==> config.mk <==
export PLATFORM = sky130hd
export DESIGN_NAME = farc_as_result_stage
export DESIGN_NICKNAME = d
export VERILOG_FILES = /design/src/rtl/farc_as_pkg.sv /design/src/rtl/farc_2c2sm.sv /design/src/rtl/farc_as_result_stage.sv
export SDC_FILE = /design/constraint.sdc
export NUM_CORES = 1
export LEC_CHECK = 0
export BUFFER_PORTS_ARGS = -buffer_cell sky130_fd_sc_hd__buf_2
export CAP_MARGIN = 10
export CORE_AREA = 2 2 103 105
export DETAILED_ROUTE_END_ITERATION = 16
export DIE_AREA = 0 0 105 107
export PLACE_DENSITY = 0.76
export SYNTH_ARGS = -nofsm -noshare
export SYNTH_HDL_FRONTEND = slang
export SYNTH_HIERARCHICAL = 1
export SYNTH_SLANG_ARGS = --single-unit
export TNS_END_PERCENT = 30
==> constraint.sdc <==
create_clock -name ip_clk -period 3.5 [get_ports ip_clk]
set_input_delay 0.175 -clock ip_clk [delete_from_list [all_inputs] [get_ports ip_clk]]
set_output_delay 0.175 -clock ip_clk [all_outputs]
set_load 0.05 [all_outputs]
==> src/rtl/farc_as_pkg.sv <==
// Shared definitions for the adder/subtractor result stage: skid-buffer
// state encoding and statistics counter width.
package farc_as_pkg;

  typedef enum logic [1:0] {
    ST_EMPTY = 2'b00,
    ST_ONE   = 2'b01,
    ST_FULL  = 2'b10
  } fifo_state_t;

  localparam int CNT_WIDTH = 16;

endpackage

==> src/rtl/farc_2c2sm.sv <==
// Combinational 2's complement to sign-magnitude converter. The most negative
// value has no sign-magnitude encoding and saturates to all ones.
module farc_2c2sm #(
  parameter int ADDER_WIDTH = 32
) (
  input  logic [ADDER_WIDTH-1:0] in_sum,
  output logic [ADDER_WIDTH-1:0] sm_result,
  output logic                   sat
);

  localparam logic [ADDER_WIDTH-1:0] MIN_NEG = {1'b1, {(ADDER_WIDTH-1){1'b0}}};

  // Low bits of (~in_sum + 1); the dropped top bit is never needed.
  logic [ADDER_WIDTH-2:0] magnitude;

  assign magnitude = ~in_sum[ADDER_WIDTH-2:0] + (ADDER_WIDTH-1)'(1);
  assign sat       = (in_sum == MIN_NEG);

  // Only MIN_NEG yields a zero magnitude with the sign set, so saturating it
  // also rules out negative zero.
  always_comb begin
    sm_result = in_sum;
    if (sat) begin
      sm_result = '1;
    end else if (in_sum[ADDER_WIDTH-1]) begin
      sm_result = {1'b1, magnitude};
    end
  end

endmodule

==> src/rtl/farc_as_result_stage.sv <==
// Adder result stage: overflow detection and optional sign-magnitude
// formatting, followed by a 2-entry skid buffer and delivery statistics.
module farc_as_result_stage
  import farc_as_pkg::*;
#(
  parameter int ADDER_WIDTH = 32,
  parameter int SM2C        = 1
) (
  input  logic                   ip_clk,
  input  logic                   ip_rst,
  input  logic                   in_valid,
  output logic                   in_ready,
  input  logic [ADDER_WIDTH-1:0] in_sum,
  input  logic                   in_a_msb,
  input  logic                   in_b_msb,
  input  logic                   in_addsub_sel,
  output logic                   out_valid,
  input  logic                   out_ready,
  output logic [ADDER_WIDTH-1:0] out_result,
  output logic                   out_ovf,
  input  logic                   cnt_clr,
  output logic [CNT_WIDTH-1:0]   res_cnt,
  output logic [CNT_WIDTH-1:0]   ovf_cnt
);

  localparam int MSB = ADDER_WIDTH - 1;

  fifo_state_t            state_reg;
  logic                   in_ready_reg;
  logic                   out_valid_reg;
  logic [ADDER_WIDTH-1:0] head_data_reg;
  logic                   head_ovf_reg;
  logic [ADDER_WIDTH-1:0] tail_data_reg;
  logic                   tail_ovf_reg;
  logic [CNT_WIDTH-1:0]   res_cnt_reg;
  logic [CNT_WIDTH-1:0]   ovf_cnt_reg;

  logic [ADDER_WIDTH-1:0] fmt_data;
  logic                   fmt_sat;
  logic                   signed_ovf;
  logic                   fmt_ovf;
  logic                   push;
  logic                   pop;

  generate
    if (SM2C != 0) begin : g_sm
      farc_2c2sm #(
        .ADDER_WIDTH(ADDER_WIDTH)
      ) u_2c2sm (
        .in_sum   (in_sum),
        .sm_result(fmt_data),
        .sat      (fmt_sat)
      );
    end else begin : g_2c
      assign fmt_data = in_sum;
      assign fmt_sat  = 1'b0;
    end
  endgenerate

  // Operands of equal effective sign whose sum flips sign have overflowed.
  assign signed_ovf = (in_a_msb == (in_b_msb ^ in_addsub_sel)) && (in_sum[MSB] != in_a_msb);
  assign fmt_ovf    = signed_ovf | fmt_sat;

  assign push = in_valid & in_ready_reg;
  assign pop  = out_valid_reg & out_ready;

  // Head slot always holds the oldest entry and drives the outputs directly.
  always_ff @(posedge ip_clk) begin
    if (ip_rst) begin
      state_reg     <= ST_EMPTY;
      in_ready_reg  <= 1'b0;
      out_valid_reg <= 1'b0;
      head_data_reg <= '0;
      head_ovf_reg  <= 1'b0;
      tail_data_reg <= '0;
      tail_ovf_reg  <= 1'b0;
    end else begin
      case (state_reg)
        ST_EMPTY: begin
          in_ready_reg <= 1'b1;
          if (push) begin
            head_data_reg <= fmt_data;
            head_ovf_reg  <= fmt_ovf;
            state_reg     <= ST_ONE;
            out_valid_reg <= 1'b1;
          end
        end
        ST_ONE: begin
          if (push && pop) begin
            head_data_reg <= fmt_data;
            head_ovf_reg  <= fmt_ovf;
          end else if (push) begin
            tail_data_reg <= fmt_data;
            tail_ovf_reg  <= fmt_ovf;
            state_reg     <= ST_FULL;
            in_ready_reg  <= 1'b0;
          end else if (pop) begin
            state_reg     <= ST_EMPTY;
            out_valid_reg <= 1'b0;
          end
        end
        ST_FULL: begin
          if (pop) begin
            head_data_reg <= tail_data_reg;
            head_ovf_reg  <= tail_ovf_reg;
            state_reg     <= ST_ONE;
            in_ready_reg  <= 1'b1;
          end
        end
        default: begin
          state_reg     <= ST_EMPTY;
          in_ready_reg  <= 1'b1;
          out_valid_reg <= 1'b0;
        end
      endcase
    end
  end

  always_ff @(posedge ip_clk) begin
    if (ip_rst || cnt_clr) begin
      res_cnt_reg <= '0;
      ovf_cnt_reg <= '0;
    end else if (pop) begin
      if (res_cnt_reg != '1) begin
        res_cnt_reg <= res_cnt_reg + 1'b1;
      end
      if (head_ovf_reg && (ovf_cnt_reg != '1)) begin
        ovf_cnt_reg <= ovf_cnt_reg + 1'b1;
      end
    end
  end

  assign in_ready   = in_ready_reg;
  assign out_valid  = out_valid_reg;
  assign out_result = head_data_reg;
  assign out_ovf    = head_ovf_reg;
  assign res_cnt    = res_cnt_reg;
  assign ovf_cnt    = ovf_cnt_reg;

endmodule

=== Yosys cells after proc, flatten, opt, wreduce, memory -nomap -nowiden ===
Index checks and enable logic that the tools add are counted.

* Register bits: 102
* Bits of input ports: 40
* Output and inout bits: 67
* Word-level logic and storage cells: 72

* Add/sub/neg operators: 3
* Eq/ne operators: 15
* Multiplexer cells: 25
* Bitwise gates (word level): 7
* Reductions and logical operators: 13

{| class="wikitable"
|+ Operator list
! cell !! count
|-
| two-way mux 32 bit || 5
|-
| case mux 32 bit (3 select lines) || 1
|-
| adder 16 x 1 -> 16 bit, second input constant || 2
|-
| equality test 32 bit, second input constant || 1
|-
| inequality test 16 bit, second input constant || 2
|-
| adder 31 x 1 -> 31 bit, second input constant || 1
|-
| inverter 31 bit || 1
|-
| inequality test 2 bit, second input constant || 7
|-
| two-way mux 1 bit || 10
|-
| two-way mux 2 bit || 5
|-
| AND reduction 4 bit || 2
|-
| case mux 1 bit (3 select lines) || 2
|-
| case mux 2 bit (3 select lines) || 1
|-
| AND reduction 3 bit || 2
|-
| AND reduction 5 bit || 1
|-
| AND reduction 2 bit || 2
|-
| logical AND 1 bit || 3
|-
| inequality test 3 bit, second input constant || 1
|-
| nonzero test 3 bit || 1
|-
| bitwise AND 1 bit || 2
|-
| equality test 2 x 1 -> 1 bit, second input constant || 1
|-
| equality test 2 bit, second input constant || 1
|-
| logical NOT 2 bit || 1
|-
| inverter 1 bit || 2
|-
| other kinds (6) || 6
|}

=== Depth between registers and ports, before layout ===
Gate-level depths: netlist of the first run.

* Depth in word-level cells: 6
* Gate-level depth with buffers: 11
* Gate-level depth less buffers: 10

=== Hierarchy ===
Netlist of the first run, hierarchy kept.

{| class="wikitable"
|+ By module, submodules not included
! module !! instances !! cells each !! area an instance (um^2) !! sequential area each (um^2)
|-
| farc_as_result_stage || 1 || 570 || 4585.6 || 2042.0
|-
| farc_2c2sm || 1 || 134 || 858.3 || 0.0
|}

=== Worst setup path before layout of the first run ===
OpenSTA, ideal clock, no wires.

* Path kind: input to register
* Start: input in_sum[18]
* End: register head_data_reg[28] (netlist: out_result[28])
* Library setup time: 0.091 ns
* Data arrival time: 2.098 ns
* Required time: 3.409 ns
* Slack: 1.311 ns
* Stages on the path: 7
* Path buffers: 0
* Cells stage by stage: or4_4 -> or3_1 -> or4_4 -> o21ai_2 -> mux2i_1 -> nand2_1 -> a311oi_1

* Longest elaborated chain between the ends: 6
* Elaborated cells between the ends (all ways): 8

{| class="wikitable"
|+ Ends and longest elaborated chain
! item !! RTL line !! text
|-
| from (decl) || farc_as_result_stage.sv:13 || <nowiki>input logic [ADDER_WIDTH-1:0] in_sum,</nowiki>
|-
| inverter 31 bit || farc_2c2sm.sv:16 || <nowiki>assign magnitude = ~in_sum[ADDER_WIDTH-2:0] + (ADDER_WIDTH-1)'(1);</nowiki>
|-
| adder 31 x 1 -> 31 bit || farc_2c2sm.sv:16 ||
|-
| two-way mux 32 bit || farc_2c2sm.sv:25 || <nowiki>end else if (in_sum[ADDER_WIDTH-1]) begin</nowiki>
|-
| two-way mux 32 bit * || farc_2c2sm.sv:23 || <nowiki>if (sat) begin</nowiki>
|-
| named net fmt_data[28] || farc_as_result_stage.sv:38 || <nowiki>logic [ADDER_WIDTH-1:0] fmt_data;</nowiki>
|-
| two-way mux 32 bit (on tied branches) || farc_as_result_stage.sv:89, farc_as_result_stage.sv:81 ||
|-
| case mux 32 bit (3 select lines) * || farc_as_result_stage.sv:78 || <nowiki>case (state_reg)</nowiki>
|-
| to (signal assigned) || farc_as_result_stage.sv:82 || <nowiki>head_data_reg <= fmt_data;</nowiki>
|-
| to (signal assigned) || farc_as_result_stage.sv:90 || <nowiki>head_data_reg <= fmt_data;</nowiki>
|-
| to (signal assigned) || farc_as_result_stage.sv:104 || <nowiki>head_data_reg <= tail_data_reg;</nowiki>
|-
| to (decl) || farc_as_result_stage.sv:31 || <nowiki>logic [ADDER_WIDTH-1:0] head_data_reg;</nowiki>
|}

Mark *: on every way through the listed nets, which the timed path passes. The rest lies on a longest branch. The select of a mux whose other input is x is not followed.
A chain may end at the register's enable or synchronous reset.

=== Final worst setup path of the first run ===
* Start: register out_valid_reg (netlist: out_valid)
* End: register head_ovf_reg (netlist: out_ovf)

* Longest elaborated chain between the ends: 4
* Elaborated cells between the ends (all ways): 5

{| class="wikitable"
|+ Ends and longest elaborated chain
! item !! RTL line !! text
|-
| from (decl) || farc_as_result_stage.sv:30 || <nowiki>logic out_valid_reg;</nowiki>
|-
| from (signal assigned) || farc_as_result_stage.sv:72 || <nowiki>out_valid_reg <= 1'b0;</nowiki>
|-
| from (signal assigned) || farc_as_result_stage.sv:85 || <nowiki>out_valid_reg <= 1'b1;</nowiki>
|-
| from (signal assigned) || farc_as_result_stage.sv:99 || <nowiki>out_valid_reg <= 1'b0;</nowiki>
|-
| bitwise AND 1 bit * || farc_as_result_stage.sv:65 || <nowiki>assign pop = out_valid_reg & out_ready;</nowiki>
|-
| logical AND 1 bit || farc_as_result_stage.sv:89 || <nowiki>if (push && pop) begin</nowiki>
|-
| inequality test 2 bit (no source line) || n/a ||
|-
| AND reduction 4 bit (no source line) * || n/a ||
|-
| to (signal assigned) || farc_as_result_stage.sv:83 || <nowiki>head_ovf_reg <= fmt_ovf;</nowiki>
|-
| to (signal assigned) || farc_as_result_stage.sv:91 || <nowiki>head_ovf_reg <= fmt_ovf;</nowiki>
|-
| to (signal assigned) || farc_as_result_stage.sv:105 || <nowiki>head_ovf_reg <= tail_ovf_reg;</nowiki>
|-
| to (decl) || farc_as_result_stage.sv:32 || <nowiki>logic head_ovf_reg;</nowiki>
|}

Mark *: on every way between the ends. The rest lies on a longest branch, timed or not.

==> results.yml, run 1 <==
outcome:
  status: "finished clean"
die:
  num_rows: 37
  initial_core_util_pct: 53.94
  core_um2: 10090
  io_pins: 107
  die_area_um2: 11240
  die_x_um: 105
  fp.dieH_um: 107
yosys:
  netlist_area_um2: 5444
  avgSynthCellArea_um2: 7.733
  synthFlopType: "dfxtp_1"
  synth_edf_count: 0
  synth_nets: 747
  synth_mux_area_share_pct: 2.827
  synthAdderAreaFrac_pct: 0.6895
  seq_area_frac_synth_pct: 37.51
  synth_top_family_by_area: "simple AND/OR/NAND/NOR gates"
  synth_compound_area_share_pct: 21.26
  synth_seq_cells: 102
  ys_types: 63
  synth_xor_area_share_pct: 3.218
  async_flop_share_pct: 0
  synth-simple-area-share_pct: 29.53
  yosys_warnings: 6
  netlist_instances: 704
clock_network:
  numCtsBuffers: 9
  hold_buffers: 0
  clock_path_buffers: 2
  cts_resized: 0
  clock_latency_ns: 0.36
  cts-root-buf: "clkbuf_8"
  cts_tree: "yes"
  cts-htree-levels: 3
  clock_sinks: 102
  clkTransAtPathRegs_ns: 0.10
  post_cts_buffers: 0
cells_and_area:
  layout_commonest_cell: "nand2_1"
  drive_gt1_share_pct: 19.39
  syn_to_final_growth_pct: 13.33
  finalInstanceArea_um2: 6170
  antennaDiodeCount: 0
  layout_common_cells: "181 x nand2_1, 106 x buf_2, 102 x dfxtp_1"
  nets: 822
  fin_util_pct: 61.13
timing:
  timing.final.max_slew_violations: 0
  rsz0062_at_grt: "no"
  finalSetupViolCount: 0
  hold_viol: 0
  fin_hold_ws_ns: 0.04863
  fmax_ghz: 0.4541
  min_period_ns: 2.202
  fin_worst_skew_ns: 0.01379
  worstMarginPinSlew_ns: 0.8124
  setup_tns_ns: 0
  slew_headroom_pct: 45.84
  post-route-period-util_pct: 62.92
worst_setup_path:
  max_stage_delay_ns: 0.56
  crit_chain: "a21boi_1, o31ai_4, buf_4, o311ai_0, a21oi_1"
  worstPathRequired_ns: 3.78
  end_kind: "flip-flop"
  cp-start-kind: "flip-flop"
  critPathCapture: "out_ovf"
  crit_slowest_cell: "dfxtp_1"
  cp_max_fo: 65
  r2r_start: "out_valid"
  cp.arrival_ns: 2.48
  ff2ff_path_depth: 5
  criticalPathCategory: "reg -> reg"
  r2r_end: "out_ovf"
  startpoint: "out_valid"
  rrSetupSlack_ns: 1.30
pwr:
  power_frac_clock_pct: 29.9
  power_frac_seq_pct: 50.2
  finalPower_mw: 2.481
  leakage_nw: 2.413
  power.internal_mw: 1.687
  switchingPower_uw: 793.8
  sw_frac_of_total_pct: 32.00
  power_density_nw_per_um2: 402.1
  combPwrFrac_pct: 19.8
  peakVddDrop_v: 0.0002789
grt:
  grt_max_degree: 79
  antenna_found_initial: 0
  grt_pass1_wl_um: 22850
  track_usage_pct: 24.50
  grt_pass1_vias: 4945
  grt_overflow: 0
drt:
  drt_iter0_markers: 326
  ant_nets: 0
  routed_wl_um: 13920
  vias_per_cell: 5.888
  firstDrtPassIters: 4
  wl_per_cell_um: 15.13
  drc: 0
  vias: 5417
min_path:
  min-delay-path-class: "in -> reg"
place:
  gp_congestion: 0.9237
  numPortBuffers: 106
  postPlaceCellArea_um2: 5978
  hpwlAfterDp_um: 9535
flow_run:
  max_cap_violations: 0
worst max-delay path, delay by kind of cell, from the launching register on:
family,cells,cell delay [ns]
buf+inv,1,0.56
compound gates,4,0.99
flops,1,0.56
metal layers:
layer | global-route usage (%) | up-vias | share of wire (%)
met5 | 0 | - | 0
met3 | 4.559 | 15 | 7.1
li1 | - | 2689 | -
met1 | 30.85 | 2519 | 43
met2 | 42.07 | 194 | 49
met4 | 8.571 | 0 | 1.2
worst min path at each step:
stage	slack, ns	end	start	cells after the start
6_report	0.05	in_ready	in_valid	2
5_1_grt	0.06	in_ready	in_valid	2
4_1_cts	0.04	in_ready	in_valid	2
3_5_place_dp	0.43	in_ready	in_valid	2
3_3_place_gp	0.43	in_ready	in_valid	2
2_1_floorplan	0.28	in_ready	in_valid	1
cell families after synthesis:
family          Yosys count
simple gates            342
compound gates          166
flops                   102
buf+inv                  56
xor+xnor                 20
mux                      15
fa+ha+maj                 3
power by group through the flow:
stage               clock (mW)  combinational [mW]  sequential [mW]
finish                   0.742               0.492             1.25
global route             0.805               0.534             1.25
CTS                      0.759               0.493             1.25
detailed placement           0               0.491             1.27
global placement             0               0.482             1.27
floorplan                    0               0.226             1.41
cells in the mapped netlist (all sizes together), types with 8 or more instances:
cell type  number  area, um^2
a31oi           9       56.30
a311oi         34       297.8
o31ai           9       72.57
nor2           47       176.4
dfxtp         102        2042
mux2i          12       120.1
xor2           18       157.7
nor4           10       68.81
and4            8       72.57
a21oi          56       280.3
or3            19       120.1
nand4          15       93.84
nand3          12       65.06
nand2         184       698.2
clkbuf         30       112.6
nor3           15       75.07
o21ai          18       93.84
buf            21       138.9
final cells by class:
| class | count | area [um^2] |
|---|---|---|
| Multi-Input combinational cell | 546 | 3149 |
| Timing Repair Buffer | 115 | 598.1 |
| Fill cell | 964 | 3923 |
| Tap cell | 136 | 170.2 |
| Clock inverter | 5 | 60.06 |
| Inverter | 5 | 18.77 |
| Sequential cell | 102 | 2042 |
| Clock buffer | 11 | 131.4 |
metrics by stage:
step                setup slack (ns)  std cells
finish                         1.298        920
global route                   1.058        920
CTS                            1.325        920
detailed placement            0.9526        904
global placement               1.032        904
floorplan                      1.311        704
Note: power is estimated with default switching activity, not from simulation.
==> run 2: changes to the inputs <==
--- a/config.mk
+++ b/config.mk
@@ -7,10 +7,10 @@
 export LEC_CHECK = 0
 export BUFFER_PORTS_ARGS = -buffer_cell sky130_fd_sc_hd__buf_2
 export CAP_MARGIN = 10
-export CORE_AREA = 2 2 103 105
+export CORE_AREA = 2 2 108 110
 export DETAILED_ROUTE_END_ITERATION = 16
-export DIE_AREA = 0 0 105 107
-export PLACE_DENSITY = 0.76
+export DIE_AREA = 0 0 110 112
+export PLACE_DENSITY = 0.73
 export SYNTH_ARGS = -nofsm -noshare
 export SYNTH_HDL_FRONTEND = slang
 export SYNTH_HIERARCHICAL = 1
==> constraint.sdc (replaced) <==
create_clock -name ip_clk -period 1.98 [get_ports ip_clk]
set_input_delay 0.099 -clock ip_clk [delete_from_list [all_inputs] [get_ports ip_clk]]
set_output_delay 0.099 -clock ip_clk [all_outputs]
set_load 0.05 [all_outputs]
==> run 2 against run 1 <==
Non-clock buffer count grew 49. First-iteration DRC count up 82%. Hold slack improved by 0.043 ns. Count of clock-buffer cells in the layout fell by 1. Clock power rose to 2.6 times the previous value. Critical path depth is 3 higher. Worst setup slack lost 1.3 ns. Clock skew shrank 0.0049 ns.
==> results.yml, run 2 (same netlist as run 1, synthesis figures left out) <==
outcome:
  status: "finished clean"
die:
  initial_core_util_pct: 48.72
  num_rows: 39
  core_um2: 11170
  die_area_um2: 12320
  die_x_um: 110
  io_pins: 107
  fp.dieH_um: 112
min_path:
  hold_depth: 3
  min_to: "ovf_cnt[6]"
  hold_path_startpoint: "ip_rst"
  min-delay-path-class: "in -> reg"
pwr:
  peakVddDrop_v: 0.0003864
  power.internal_mw: 3.595
  leakage_nw: 2.729
  combPwrFrac_pct: 18.4
  switchingPower_mw: 1.507
  power_frac_seq_pct: 43.2
  sw_frac_of_total_pct: 29.54
  power_density_nw_per_um2: 755.5
  power_frac_clock_pct: 38.4
grt:
  antenna_found_initial: 0
  grt_overflow: 0
  grt_max_degree: 75
  track_usage_pct: 23.73
  grt_pass1_wl_um: 23940
  grt_pass1_vias: 5176
clock_network:
  clock_path_buffers: 2
  post_cts_buffers: 0
  cts-root-buf: "clkbuf_16"
  cts_tree: "yes"
  clkTransAtPathRegs_ns: 0.07
  cts-htree-levels: 3
  clock_sinks: 102
  clock_latency_ns: 0.35
  numCtsBuffers: 9
worst_setup_path:
  crit_chain: "buf_2, or4_4, or3_1, or4_4, o21ai_2, mux2i_1, nand2_1, a311oi_1"
  crit_slowest_cell: "or4_4"
  end_kind: "flip-flop"
  cp_common_cell: "or4_4"
  rrSetupSlack_ns: 0.19
  r2r_end: "out_result[2]"
  ff2ff_path_depth: 5
  r2r_start: "out_valid"
  worstPathRequired_ns: 2.24
  crit_family: "simple AND/OR/NAND/NOR gates"
  max_stage_delay_ns: 0.52
  cp_num_buf_inv: 1
  cp_max_fo: 4
  cp.arrival_ns: 2.22
  criticalPathCategory: "in -> reg"
  cp-start-kind: "input pin"
cells_and_area:
  layout_common_cells: "181 x nand2_1, 106 x buf_2, 102 x dfxtp_1"
  syn_to_final_growth_pct: 24.04
  finalInstanceArea_um2: 6753
  num-fill-cells: 1007
  drive_gt1_share_pct: 24.49
  layout_commonest_cell: "nand2_1"
  nets: 871
  seq_area_um2: 2042
  multiInputGateArea_um2: 3163
  antennaDiodeCount: 0
drt:
  firstDrtPassIters: 5
  wl_per_cell_um: 14.91
  vias: 5644
  vias_per_cell: 5.783
  routed_wl_um: 14550
  drt_iter0_markers: 594
  drc: 0
  ant_nets: 0
timing:
  setup_tns_ns: 0
  fin_worst_skew_ns: 0.008937
  worstMarginPinSlew_ns: 0.7767
  min_period_ns: 1.960
  finalSetupViolCount: 0
  fmax_ghz: 0.5102
  post-route-period-util_pct: 99.00
  hold_viol: 0
  timing.final.max_slew_violations: 0
  slew_headroom_pct: 48.22
  rsz0062_at_grt: "yes"
flow_run:
  max_cap_violations: 0
place:
  postPlaceCellArea_um2: 6397
  numPortBuffers: 106
  gp_congestion: 0.9277
  hpwlAfterDp_um: 10200
## run 2: changes by cell type in the layout (fill, tap and decap cells not counted), moves of 2 or more
cell	before	now
buf_12	0	4
buf_4	9	53
clkbuf_1	2	0
clkbuf_16	0	9
clkbuf_8	9	1
## run 2: cell type report
class	instances	area share (%)
multi-input cells	546	46.84
flip-flops and latches	102	30.24
repair buffers	164	15.08
clock buffers	10	3.539
well taps	143	2.650
clock inverters	6	1.371
inverters	5	0.2779
## run 2: routing by layer
| metal | vias up | global-route usage, % | part of all wire [%] |
|---|---|---|---|
| met4 | 0 | 6.751 | 1.1 |
| met3 | 14 | 4.508 | 6.2 |
| met1 | 2652 | 30.90 | 45 |
| met2 | 183 | 39.63 | 48 |
| li1 | 2795 | - | - |
| met5 | - | 0 | 0 |
## run 2: worst max path at each step
stage / startpoint / to / slack, ns / depth (start not counted)
CTS: in_sum[18] / out_result[28] / 0.03 / 8
floorplan: in_sum[18] / out_result[28] / -0.10 / 7
detailed placement: in_sum[18] / out_result[28] / -0.34 / 8
global route: in_sum[18] / out_result[29] / -0.06 / 9
finish: in_sum[18] / out_result[28] / 0.02 / 8
global placement: in_sum[18] / out_result[28] / -0.28 / 8
## run 2: power groups by stage
stage / Clock [mW] / Sequential (mW) / Combinational (mW)
global placement: 0 / 2.25 / 0.917
finish: 1.96 / 2.20 / 0.939
floorplan: 0 / 2.48 / 0.399
CTS: 2.00 / 2.20 / 0.940
global route: 2.09 / 2.22 / 1.02
detailed placement: 0 / 2.25 / 0.935
## run 2: through the flow
stage               power, mW  hold WS (ns)  worst slack, ns  std cells  utilization (%)
floorplan               2.883        0.2077          -0.1012        704                -
global placement        3.162        0.3481          -0.2799        959            57.25
detailed placement      3.183        0.3665          -0.3375        959            57.25
CTS                     5.141       0.08121          0.02702        976            60.31
global route            5.324       0.09072         -0.06366        976            60.43
finish                  5.102       0.09141          0.01980        976            60.43
## run 2: timing repair
item | 4_1_cts | 5_1_grt
setup endpoints to repair | 0 | 9
endpoints found under the hold margin | 1 | 0
resized for setup | 0 | 2
hold buffers | 1 | 0
## run 2: worst reg2reg max path: stages, from the launching register on
cell,delay [ns]
dfxtp_1,0.56
a21boi_1,0.21
o31ai_4,0.25
buf_12,0.30
nor2_1,0.10
a311oi_1,0.27
